### config.mk
export PLATFORM = sky130hd
export DESIGN_NAME = seg7_reader
export DESIGN_NICKNAME = d
export VERILOG_FILES = /design/src/rtl/seg7_pkg.sv /design/src/rtl/seg7_to_bcd.sv /design/src/rtl/seg7_reader.sv
export SDC_FILE = /design/constraint.sdc
export NUM_CORES = 1
export LEC_CHECK = 0
export ABC_AREA = 1
export CAP_MARGIN = 20
export CORE_ASPECT_RATIO = 0.9
export CORE_MARGIN = 10
export CORE_UTILIZATION = 54
export CTS_BUF_LIST = sky130_fd_sc_hd__clkbuf_8
export CTS_CLUSTER_DIAMETER = 150
export DETAILED_ROUTE_END_ITERATION = 10
export MAX_ROUTING_LAYER = met4
export PLACE_DENSITY = 0.88
export SYNTH_ARGS = -nofsm -noshare
export SYNTH_HDL_FRONTEND = slang
export SYNTH_SLANG_ARGS = --single-unit
### constraint.sdc
create_clock -name clk -period 1.8 [get_ports clk]
set_input_delay 0.18 -clock clk [delete_from_list [all_inputs] [get_ports clk]]
set_output_delay 0.18 -clock clk [all_outputs]
set_load 0.03 [all_outputs]
### src/rtl/seg7_pkg.sv
// Shared constants for the seven-segment reader: active-low segment patterns
// (bit6=g .. bit0=a), special nibble codes and the frame FSM state type.
package seg7_pkg;

  localparam logic [6:0] SEG_0     = 7'b1000000;
  localparam logic [6:0] SEG_1     = 7'b1111001;
  localparam logic [6:0] SEG_2     = 7'b0100100;
  localparam logic [6:0] SEG_3     = 7'b0110000;
  localparam logic [6:0] SEG_4     = 7'b0011001;
  localparam logic [6:0] SEG_5     = 7'b0010010;
  localparam logic [6:0] SEG_6     = 7'b0000010;
  localparam logic [6:0] SEG_7     = 7'b1111000;
  localparam logic [6:0] SEG_8     = 7'b0000000;
  localparam logic [6:0] SEG_9     = 7'b0011000;
  localparam logic [6:0] SEG_BLANK = 7'b1111111;

  localparam logic [3:0] BLANK_CODE = 4'hF;
  localparam logic [3:0] ERR_CODE   = 4'hE;

  typedef enum logic {
    COLLECT,
    PEND
  } state_e;

endpackage

### src/rtl/seg7_to_bcd.sv
// Combinational lookup from an active-low segment pattern back to a BCD nibble.
// Blank maps to BLANK_CODE without error; anything unrecognised flags an error.
module seg7_to_bcd
  import seg7_pkg::*;
(
  input  logic [6:0] seg_i,
  output logic [3:0] bcd_o,
  output logic       err_o
);

  always_comb begin
    bcd_o = ERR_CODE;
    err_o = 1'b0;
    case (seg_i)
      SEG_0:     bcd_o = 4'd0;
      SEG_1:     bcd_o = 4'd1;
      SEG_2:     bcd_o = 4'd2;
      SEG_3:     bcd_o = 4'd3;
      SEG_4:     bcd_o = 4'd4;
      SEG_5:     bcd_o = 4'd5;
      SEG_6:     bcd_o = 4'd6;
      SEG_7:     bcd_o = 4'd7;
      SEG_8:     bcd_o = 4'd8;
      SEG_9:     bcd_o = 4'd9;
      SEG_BLANK: bcd_o = BLANK_CODE;
      default: begin
        bcd_o = ERR_CODE;
        err_o = 1'b1;
      end
    endcase
  end

endmodule

### src/rtl/seg7_reader.sv
// Stability-filtered reader of a multiplexed seven-segment stream that delivers
// whole BCD frames over valid/ready. Define SEG7_READER_DP_EN to add the dp bit.
module seg7_reader
  import seg7_pkg::*;
#(
  parameter int DIGITS     = 4,
  parameter int STABLE_CNT = 3
) (
  input  logic                        clk,
  input  logic                        reset,
  input  logic                        in_valid,
  input  logic [6:0]                  in_seg,
  input  logic [$clog2(DIGITS)-1:0]   in_digit,
`ifdef SEG7_READER_DP_EN
  input  logic                        in_dp,
  output logic [DIGITS-1:0]           out_dp,
`endif
  output logic                        out_valid,
  input  logic                        out_ready,
  output logic [4*DIGITS-1:0]         out_bcd,
  output logic [DIGITS-1:0]           out_err_mask,
  output logic                        out_err,
  output logic                        out_overrun
);

  localparam int DW = $clog2(DIGITS);
  localparam int CW = $clog2(STABLE_CNT + 1);
  localparam logic [CW-1:0] SAT = CW'(STABLE_CNT);
  localparam logic [DW:0] DIGITS_W = (DW + 1)'(DIGITS);

`ifdef SEG7_READER_DP_EN
  localparam int PW = 8;
  logic [PW-1:0] sample;
  assign sample = {in_dp, in_seg};
`else
  localparam int PW = 7;
  logic [PW-1:0] sample;
  assign sample = in_seg;
`endif

  state_e              state_q, state_d;
  logic [PW-1:0]       lastPat_q [DIGITS];
  logic [PW-1:0]       lastPat_d [DIGITS];
  logic [CW-1:0]       cnt_q [DIGITS];
  logic [CW-1:0]       cnt_d [DIGITS];
  logic [3:0]          stgBcd_q [DIGITS];
  logic [3:0]          stgBcd_d [DIGITS];
  logic [DIGITS-1:0]   stgErr_q, stgErr_d;
  logic [DIGITS-1:0]   captured_q, captured_d, capMask;
  logic                outValid_q, overrun_q;
  logic [4*DIGITS-1:0] outBcd_q, loadBcd;
  logic [DIGITS-1:0]   outErr_q;
  logic [3:0]          decBcd;
  logic                decErr;
  logic                inRange, accept, slotFree, frameDone;
  logic                load, park, dropFrame, clearFrame;

  seg7_to_bcd u_dec (
    .seg_i (in_seg),
    .bcd_o (decBcd),
    .err_o (decErr)
  );

  // A sample on the cycle a pending frame is handed over is discarded outright.
  assign inRange  = {1'b0, in_digit} < DIGITS_W;
  assign slotFree = !outValid_q || out_ready;
  assign accept   = in_valid && inRange && !(state_q == PEND && slotFree);

  always_comb begin
    capMask = '0;
    for (int d = 0; d < DIGITS; d++) begin
      lastPat_d[d] = lastPat_q[d];
      cnt_d[d]     = cnt_q[d];
      if (accept && in_digit == DW'(d)) begin
        if (sample == lastPat_q[d]) begin
          if (cnt_q[d] != SAT) cnt_d[d] = cnt_q[d] + 1'b1;
        end else begin
          lastPat_d[d] = sample;
          cnt_d[d]     = CW'(1);
        end
        if (STABLE_CNT == 1 || (cnt_d[d] == SAT && cnt_q[d] != SAT)) capMask[d] = 1'b1;
      end
    end
  end

  assign frameDone = &(captured_q | capMask);

  always_ff @(posedge clk) begin
    if (reset) state_q <= COLLECT;
    else       state_q <= state_d;
  end

  always_comb begin
    state_d = state_q;
    case (state_q)
      COLLECT: if (frameDone && !slotFree) state_d = PEND;
      PEND:    if (slotFree) state_d = COLLECT;
      default: state_d = COLLECT;
    endcase
  end

  always_comb begin
    load      = 1'b0;
    park      = 1'b0;
    dropFrame = 1'b0;
    case (state_q)
      COLLECT: begin
        load = frameDone && slotFree;
        park = frameDone && !slotFree;
      end
      PEND: begin
        load      = slotFree;
        dropFrame = !slotFree && frameDone;
      end
      default: ;
    endcase
  end

  assign clearFrame = load || park || dropFrame;

  // Staging only accepts captures while collecting; it is frozen behind a pending frame.
  always_comb begin
    captured_d = captured_q | capMask;
    stgErr_d   = stgErr_q;
    loadBcd    = '0;
    for (int d = 0; d < DIGITS; d++) begin
      stgBcd_d[d] = stgBcd_q[d];
      if (state_q == COLLECT && capMask[d]) begin
        stgBcd_d[d] = decBcd;
        stgErr_d[d] = decErr;
      end
      loadBcd[4*d +: 4] = stgBcd_d[d];
    end
    if (clearFrame) captured_d = '0;
  end

  always_ff @(posedge clk) begin
    if (reset) begin
      for (int d = 0; d < DIGITS; d++) begin
        lastPat_q[d] <= '1;
        cnt_q[d]     <= '0;
        stgBcd_q[d]  <= '0;
      end
      stgErr_q   <= '0;
      captured_q <= '0;
      outValid_q <= 1'b0;
      outBcd_q   <= '0;
      outErr_q   <= '0;
      overrun_q  <= 1'b0;
    end else begin
      for (int d = 0; d < DIGITS; d++) begin
        lastPat_q[d] <= lastPat_d[d];
        cnt_q[d]     <= clearFrame ? '0 : cnt_d[d];
        stgBcd_q[d]  <= stgBcd_d[d];
      end
      stgErr_q   <= stgErr_d;
      captured_q <= captured_d;
      overrun_q  <= dropFrame;
      if (load) begin
        outValid_q <= 1'b1;
        outBcd_q   <= loadBcd;
        outErr_q   <= stgErr_d;
      end else if (out_ready) begin
        outValid_q <= 1'b0;
      end
    end
  end

`ifdef SEG7_READER_DP_EN
  logic [DIGITS-1:0] stgDp_q, stgDp_d, outDp_q;

  always_comb begin
    stgDp_d = stgDp_q;
    for (int d = 0; d < DIGITS; d++)
      if (state_q == COLLECT && capMask[d]) stgDp_d[d] = ~in_dp;
  end

  always_ff @(posedge clk) begin
    if (reset) begin
      stgDp_q <= '0;
      outDp_q <= '0;
    end else begin
      stgDp_q <= stgDp_d;
      if (load) outDp_q <= stgDp_d;
    end
  end

  assign out_dp = outDp_q;
`endif

  assign out_valid    = outValid_q;
  assign out_bcd      = outBcd_q;
  assign out_err_mask = outErr_q;
  assign out_err      = |outErr_q;
  assign out_overrun  = overrun_q;

endmodule

==> results of run 1 <==
power by group through the flow:
| stage | combinational, mW | clock, mW | sequential [mW] |
|---|---|---|---|
| after floorplan | 0.240 | 0 | 1.94 |
| after global placement | 0.363 | 0 | 1.94 |
| after detailed placement | 0.377 | 0 | 1.94 |
| after CTS | 0.392 | 1.29 | 1.90 |
| after global routing | 0.520 | 1.41 | 1.91 |
| final | 0.497 | 1.35 | 1.91 |
sequential cells by signal, indices dropped and copies added, names as in the netlist:
register      count
captured_q        4
cnt_q             8
lastPat_q        28
out_bcd          16
out_err_mask      4
out_overrun       1
out_valid         1
state_q           1
stgBcd_q         16
stgErr_q          4
cells in the mapped netlist, types with 3 or more instances:
master	instances	share of area [%]
o21ai_0	21	2.7
o21bai_1	4	0.77
nand3_2	6	1.5
nor2_2	12	1.9
buf_4	6	1.2
inv_2	5	0.48
o211ai_1	24	4.6
dfxtp_1	83	43
nand3_1	35	4.5
a21oi_1	27	3.5
nor2_1	73	7.0
nand2_1	127	12
xnor2_1	20	4.5
nor3b_1	5	0.96
buf_6	6	1.7
buf_1	3	0.29
xor2_1	4	0.90
inv_1	26	2.5
buf_2	4	0.51
nor3_1	12	1.5
clkbuf_1	8	0.77
nand4_1	4	0.64
worst max-delay path by stage:
stage	slack (ps)	cells after the start	from	endpoint
after floorplan	9	12	out_valid$_SDFFE_PP0P_	out_err_mask[2]$_SDFFE_PP0P_
after global placement	-500	12	in_seg[6]	out_bcd[10]$_SDFFE_PP0P_
after detailed placement	-580	12	in_seg[6]	out_bcd[8]$_SDFFE_PP0P_
after CTS	3	12	lastPat_q[2][5]$_SDFFE_PP1P_	out_bcd[9]$_SDFFE_PP0P_
after global routing	-470	11	lastPat_q[2][0]$_SDFFE_PP1P_	out_err_mask[3]$_SDFFE_PP0P_
final	-440	12	lastPat_q[2][0]$_SDFFE_PP1P_	out_bcd[2]$_SDFFE_PP0P_
worst max-delay path, stage by stage (launching register included):
cell	delay, ps
dfxtp_1	340
xnor2_1	290
nand2_1	170
nor2_2	160
nand3_2	110
nand2_1	140
nand2_2	120
o21ai_4	230
buf_12	160
buf_8	140
nand3_1	110
nand2_1	120
nor2_1	50
layout make-up:
type / count / area (sq um)
Fill cell: 368 / 1430
Multi-Input combinational cell: 386 / 2320
Inverter: 33 / 126
Tap cell: 93 / 116
Clock inverter: 6 / 47.5
Clock buffer: 10 / 138
Timing Repair Buffer: 127 / 1180
Sequential cell: 83 / 1680
cells by family (layout without fill, tap and decap cells):
family          after synthesis  in the layout  share of synthesized area, %
compound gates               80             80                          12.4
xor+xnor                     24             24                          5.40
buf+inv                      60            176                          7.71
flops                        83             83                          42.7
simple gates                281            282                          31.8
metal layers:
layer,track usage (%),part of all wire (%)
met4,9.70,8.4
met1,25.3,35
met3,4.60,12
met2,36.9,44
met5,-,0
stage by stage:
stage               TNS (ps)  area (sq um)  hold slack (ps)
floorplan                  0          3890              257
global placement      -22700          4720              458
detailed placement    -28180          4720              470
CTS                        0          5090              340
global route          -12600          5610              388
finish                -12040          5610              338
what timing repair did:
action	CTS	global route
pin swaps	9	35
gates cloned	2	4
resized for setup	27	122
buffers inserted	11	13
hold buffers	0	0
setup endpoints to repair	46	58
==> metrics.yaml, run 1 <==
timing:
  timing_hold_violations_final: 0
  slew_viol_final: 0
  fmax_ghz: 0.446
  setup_slack_ps: -444
  fin_crit_sh_pct: 125
  fin_skew_ps: 21.7
  rsz0062_at_grt: "yes"
  setup_viol: 54
  period_minus_slack_ps: 2240
  tightest_slew_ps: 602
  relSlewSlack_pct: 59.8
critical_path:
  cp.required_ps: 2090
  critPathLaunchType: "register"
  rr_startpoint: "lastPat_q[2][0]$_SDFFE_PP1P_"
  rr_endpoint: "out_bcd[2]$_SDFFE_PP0P_"
  worstRegToRegCells: 12
  end_kind: "register"
  worstPathMaxFanout: 6
  rrSetupSlack_ps: -440
  crit_arrival_ps: 2540
  crit_type: "reg -> reg"
global_route:
  grt_usage_pct: 22.2
  grt_overflow: 0
  grt_pass1_wl_um: 19200
  grt_max_degree: 43
  grt_pass1_vias: 4069
  antenna_found_initial: 0
routing:
  dr.first_iter.drc_count: 852
  drtPass1Iterations: 7
  postRouteAntennaNets: 0
  vias: 4715
  avgViaCountPerCell: 6.39
  drt_wl_total_um: 16200
  wl_per_cell_um: 22.0
  drcViolationCount: 0
synthesis:
  syn_area_per_cell_sq_um: 7.37
  netlist_area_sq_um: 3890
  ys_ff_latch: 83
  yosys_warnings: 0
  syn_nets: 541
  synth-main-ff-cell: "dfxtp_1"
  synthDistinctLibCells: 32
  synth-edff-count: 0
  ys_seq_area_share_pct: 42.7
  netlist_instances: 528
  synthArstFlopShare_pct: 0
clock_tree:
  cts.sinks: 83
  htree_levels: 3
  path_clk_slew_ps: 100
  cts_made_buffers: 9
  cts_tree: "built"
  root_buffer: "clkbuf_8"
  cts_max_path_buffers: 2
  clock_latency_ps: 390
outcome:
  violations: "setup timing"
  status: "finished with violations"
placement:
  io_buffers: 35
  place_hpwl_um: 6990
  gp_congestion: 0.854
  pre_cts_slack_ps: -585
  dp_cells: 695
final_layout:
  final_util_pct: 79.7
  layout.nets: 653
  antenna_cells: 0
  layout_commonest_cell: "nand2_1"
  area_growth_pct: 44.1
  final_cell_count_no_fill: 738
  mostFrequentLayoutCells: "nand2_1 (107), dfxtp_1 (72), buf_4 (70)"
  drive_gt1_share_pct: 35.7
worst_hold_path:
  hold_path_depth: 4
  min_path_type: "in -> reg"
  hp-start: "in_seg[0]"
  min_to: "lastPat_q[0][0]$_SDFFE_PP1P_"
pwr:
  p_total_mw: 3.76
  power_frac_seq_pct: 50.8
  swShare_pct: 30.0
  p_switching_mw: 1.13
  vdd_drop_max_mv: 0.386
  p_leak_nw: 2.40
  power_frac_comb_pct: 13.2
  p_int_mw: 2.63
  power_frac_clock_pct: 36.0
  powerDensity_nw_per_um2: 670
floorplanning:
  die_w_um: 110
  dieArea_sq_um: 11000
  start_util_pct: 55.3
  die_h_um: 101
  fp-row-count: 29
  ios: 36
  design.core.area_sq_um: 7040
flow_run:
  cap_violations: 0
(Power assumes the default switching activity.)
==> inputs of run 2 (changes only) <==
--- a/config.mk
+++ b/config.mk
@@ -9,12 +9,12 @@
 export CAP_MARGIN = 20
 export CORE_ASPECT_RATIO = 0.9
 export CORE_MARGIN = 10
-export CORE_UTILIZATION = 54
+export CORE_UTILIZATION = 45
 export CTS_BUF_LIST = sky130_fd_sc_hd__clkbuf_8
 export CTS_CLUSTER_DIAMETER = 150
 export DETAILED_ROUTE_END_ITERATION = 10
 export MAX_ROUTING_LAYER = met4
-export PLACE_DENSITY = 0.88
+export PLACE_DENSITY = 0.77
 export SYNTH_ARGS = -nofsm -noshare
 export SYNTH_HDL_FRONTEND = slang
 export SYNTH_SLANG_ARGS = --single-unit
==> run 2 against run 1 <==
Net effect: the flow still finishes with violations (setup timing); first-iteration DRC count down 57%; total power shrank 3.3%; hold slack improved by 49 ps; cell count grew 0.95%; setup slack better by 350 ps; sequential power about the same; via count decreased by 16%; die area is 16% higher.
==> metrics.yaml, run 2 (synthesis results as in run 1) <==
clock_tree:
  cts_tree: "built"
  htree_levels: 3  # unchanged
  root_buffer: "clkbuf_8"
  clock_latency_ps: 380  # about the same
  cts_made_buffers: 9  # unchanged
  path_clk_slew_ps: 100  # about the same
  cts_max_path_buffers: 2  # unchanged
  cts.sinks: 83  # unchanged
floorplanning:
  design.core.area_sq_um: 8490  # +21%
  die_w_um: 118  # +7.8%
  die_h_um: 108  # +7.6%
  dieArea_sq_um: 12800  # +16%
  fp-row-count: 32  # +10%
  start_util_pct: 45.9  # -9.4 points
  ios: 36  # unchanged
final_layout:
  final_cell_count_no_fill: 745  # +0.95%
  layout_commonest_cell: "nand2_1"
  layout.nets: 634  # -2.9%
  mostFrequentLayoutCells: "nand2_1 (112), dfxtp_1 (72), nor2_1 (61)"
  largest_reg_flops: 28  # unchanged
  drive_gt1_share_pct: 30.2  # -5.5 points
  regMostFlops: "lastPat_q"
  antenna_cells: 0  # unchanged
  area_growth_pct: 40.5
  fillers: 656  # +78%
worst_hold_path:
  hp-start: "in_seg[2]"
  hold_path_depth: 4  # unchanged
  min_to: "lastPat_q[3][2]$_SDFFE_PP1P_"
  min_path_type: "in -> reg"
pwr:
  vdd_drop_max_mv: 0.350  # -9.3%
  swShare_pct: 28.2  # -1.8 points
  p_leak_nw: 2.35  # -2.2%
  power_frac_seq_pct: 52.4  # +1.6 points
  power_frac_clock_pct: 35.8  # -0.2 points
  p_switching_mw: 1.02  # -9.1%
  p_int_mw: 2.61  # -0.86%
  power_frac_comb_pct: 11.8  # -1.4 points
  powerDensity_nw_per_um2: 664  # -0.91%
timing:
  setup_slack_ps: -93.3  # +351 ps
  fin_setup_tns_ps: -1250  # +10790 ps
  tightest_slew_ps: 513  # -89.6 ps
  relSlewSlack_pct: 65.8  # +6.0 points
  whs_ps: 387  # +49.2 ps
  fin_skew_ps: 18.3  # -3.45 ps
  timing_hold_violations_final: 0  # unchanged
  setup_viol: 22  # -59%
  rsz0062_at_grt: "yes"
  fin_crit_sh_pct: 105  # -20 points
  slew_viol_final: 0  # unchanged
  period_minus_slack_ps: 1890  # -351 ps
  fmax_ghz: 0.528  # +19%
flow_run:
  cap_violations: 0  # unchanged
routing:
  drtPass1Iterations: 7  # unchanged
  vias: 3962  # -16%
  dr.first_iter.drc_count: 365  # -57%
  drt_wl_total_um: 11800  # -27%
  avgViaCountPerCell: 5.32  # -17%
  wl_per_cell_um: 15.9  # -28%
  drcViolationCount: 0  # unchanged
  postRouteAntennaNets: 0  # unchanged
placement:
  io_buffers: 35  # unchanged
  dp_cells: 712  # +2.4%
  gp_congestion: 0.868  # +1.6%
  place_hpwl_um: 6670  # -4.6%
  pre_cts_slack_ps: -624  # -39.8 ps
critical_path:
  cp_num_buf_inv: 2  # unchanged
  worstPathMaxFanout: 6  # unchanged
  rr_startpoint: "lastPat_q[1][3]$_SDFFE_PP1P_"
  rrSetupSlack_ps: -90  # +350 ps
  crit_family: "simple AND/OR/NAND/NOR gates"
  cp_slowest_stage_delay_ps: 330  # about the same
  crit_chain: "xnor2_1 -> nand2_1 -> nor2_2 -> nand3_2 -> nand2_2 -> nand2_4 -> o21ai_4 -> buf_12 -> clkbuf_16 -> nand3_2 -> nand2_1 -> nor2_1"
  rr_endpoint: "out_err_mask[2]$_SDFFE_PP0P_"
  crit_type: "reg -> reg"
  critPathLaunchType: "register"
  slowest_stage: "dfxtp_1"
  cp.required_ps: 2070  # -20 ps
  crit_arrival_ps: 2170  # -370 ps
  end_kind: "register"
  worstRegToRegCells: 12  # unchanged
global_route:
  met3_usage_pct: 2.34  # -2.3 points
  grt_pass1_vias: 3638  # -11%
  use_met1_pct: 19.3  # -6.0 points
  grt_usage_pct: 16.1  # -6.1 points
  grt_pass1_wl_um: 16900  # -12%
  grt_max_degree: 43  # unchanged
  top_usage_layer: "met2"
  grt.met2_usage_pct: 26.4  # -10 points
  grt_overflow: 0  # unchanged
  antenna_found_initial: 0  # unchanged
outcome:
  status: "finished with violations"
  violations: "setup timing"
run 2: cell count changes in the layout (fill, tap and decap cells not counted), sizes merged:
cell / before / now
clkbuf: 13 / 14
clkdlybuf4s50: 26 / 24
dlymetal6s2s: 0 / 4
inv: 35 / 34
buf: 90 / 70
clkinvlp: 1 / 2
clkdlybuf4s15: 0 / 1
dlygate4sd2: 8 / 5
run 2: what timing repair did:
action                                  in CTS  in global routing
endpoints found under the setup margin      51                 45
hold buffers                                 0                  0
gates cloned                                 2                  5
pin swaps                                    1                 32
buffers inserted                             3                  7
resized for setup                           22                 98
run 2: worst max-delay path by stage:
stage                                 start  slack, ps                      endpoint  cells past startpoint
2_1_floorplan        out_valid$_SDFFE_PP0P_          9  out_err_mask[2]$_SDFFE_PP0P_                     12
3_3_place_gp                      in_seg[0]       -560  out_err_mask[2]$_SDFFE_PP0P_                     14
3_5_place_dp                      in_seg[0]       -620  out_err_mask[2]$_SDFFE_PP0P_                     14
4_1_cts                           in_seg[4]        0.9       out_bcd[1]$_SDFFE_PP0P_                     14
5_1_grt        lastPat_q[1][3]$_SDFFE_PP1P_       -180       out_bcd[8]$_SDFFE_PP0P_                     12
6_report       lastPat_q[1][3]$_SDFFE_PP1P_        -90  out_err_mask[2]$_SDFFE_PP0P_                     12
run 2: final cells by class:
cell class	instances	area, sq um	area share [%]
Multi-Input combinational cell	386	2270	41.5
Tap cell	119	149	2.72
Clock buffer	10	138	2.52
Sequential cell	83	1680	30.7
Clock inverter	6	48.8	0.892
Timing Repair Buffer	108	1060	19.4
Inverter	33	126	2.31
run 2: routing by layer:
layer  part of all wire (%)  vias to the layer above
met2                     49                      155
met1                     43                     1865
li1                       -                     1914
met3                    6.0                       28
met4                    2.4                        0
met5                      0                        -
run 2: per-stage QoR:
stage | cell area [sq um] | power, mW | util, %
floorplan | 3890 | 2.18 | -
global placement | 4690 | 2.30 | 55.2
detailed placement | 4690 | 2.31 | 55.2
CTS | 5000 | 3.57 | 58.9
global route | 5470 | 3.76 | 64.5
finish | 5470 | 3.63 | 64.5
run 2: worst reg2reg max path, cell delays in order (launching register included):
cell,delay (ps)
dfxtp_1,330
xnor2_1,210
nand2_1,130
nor2_2,160
nand3_2,100
nand2_2,110
nand2_4,70
o21ai_4,160
buf_12,170
clkbuf_16,170
nand3_2,60
nand2_1,90
nor2_1,50
run 2: power groups by stage:
stage	clock, mW	sequential (mW)	combinational [mW]
floorplan	0	1.94	0.240
global placement	0	1.94	0.358
detailed placement	0	1.94	0.367
CTS	1.29	1.90	0.376
global route	1.38	1.91	0.472
finish	1.30	1.90	0.429
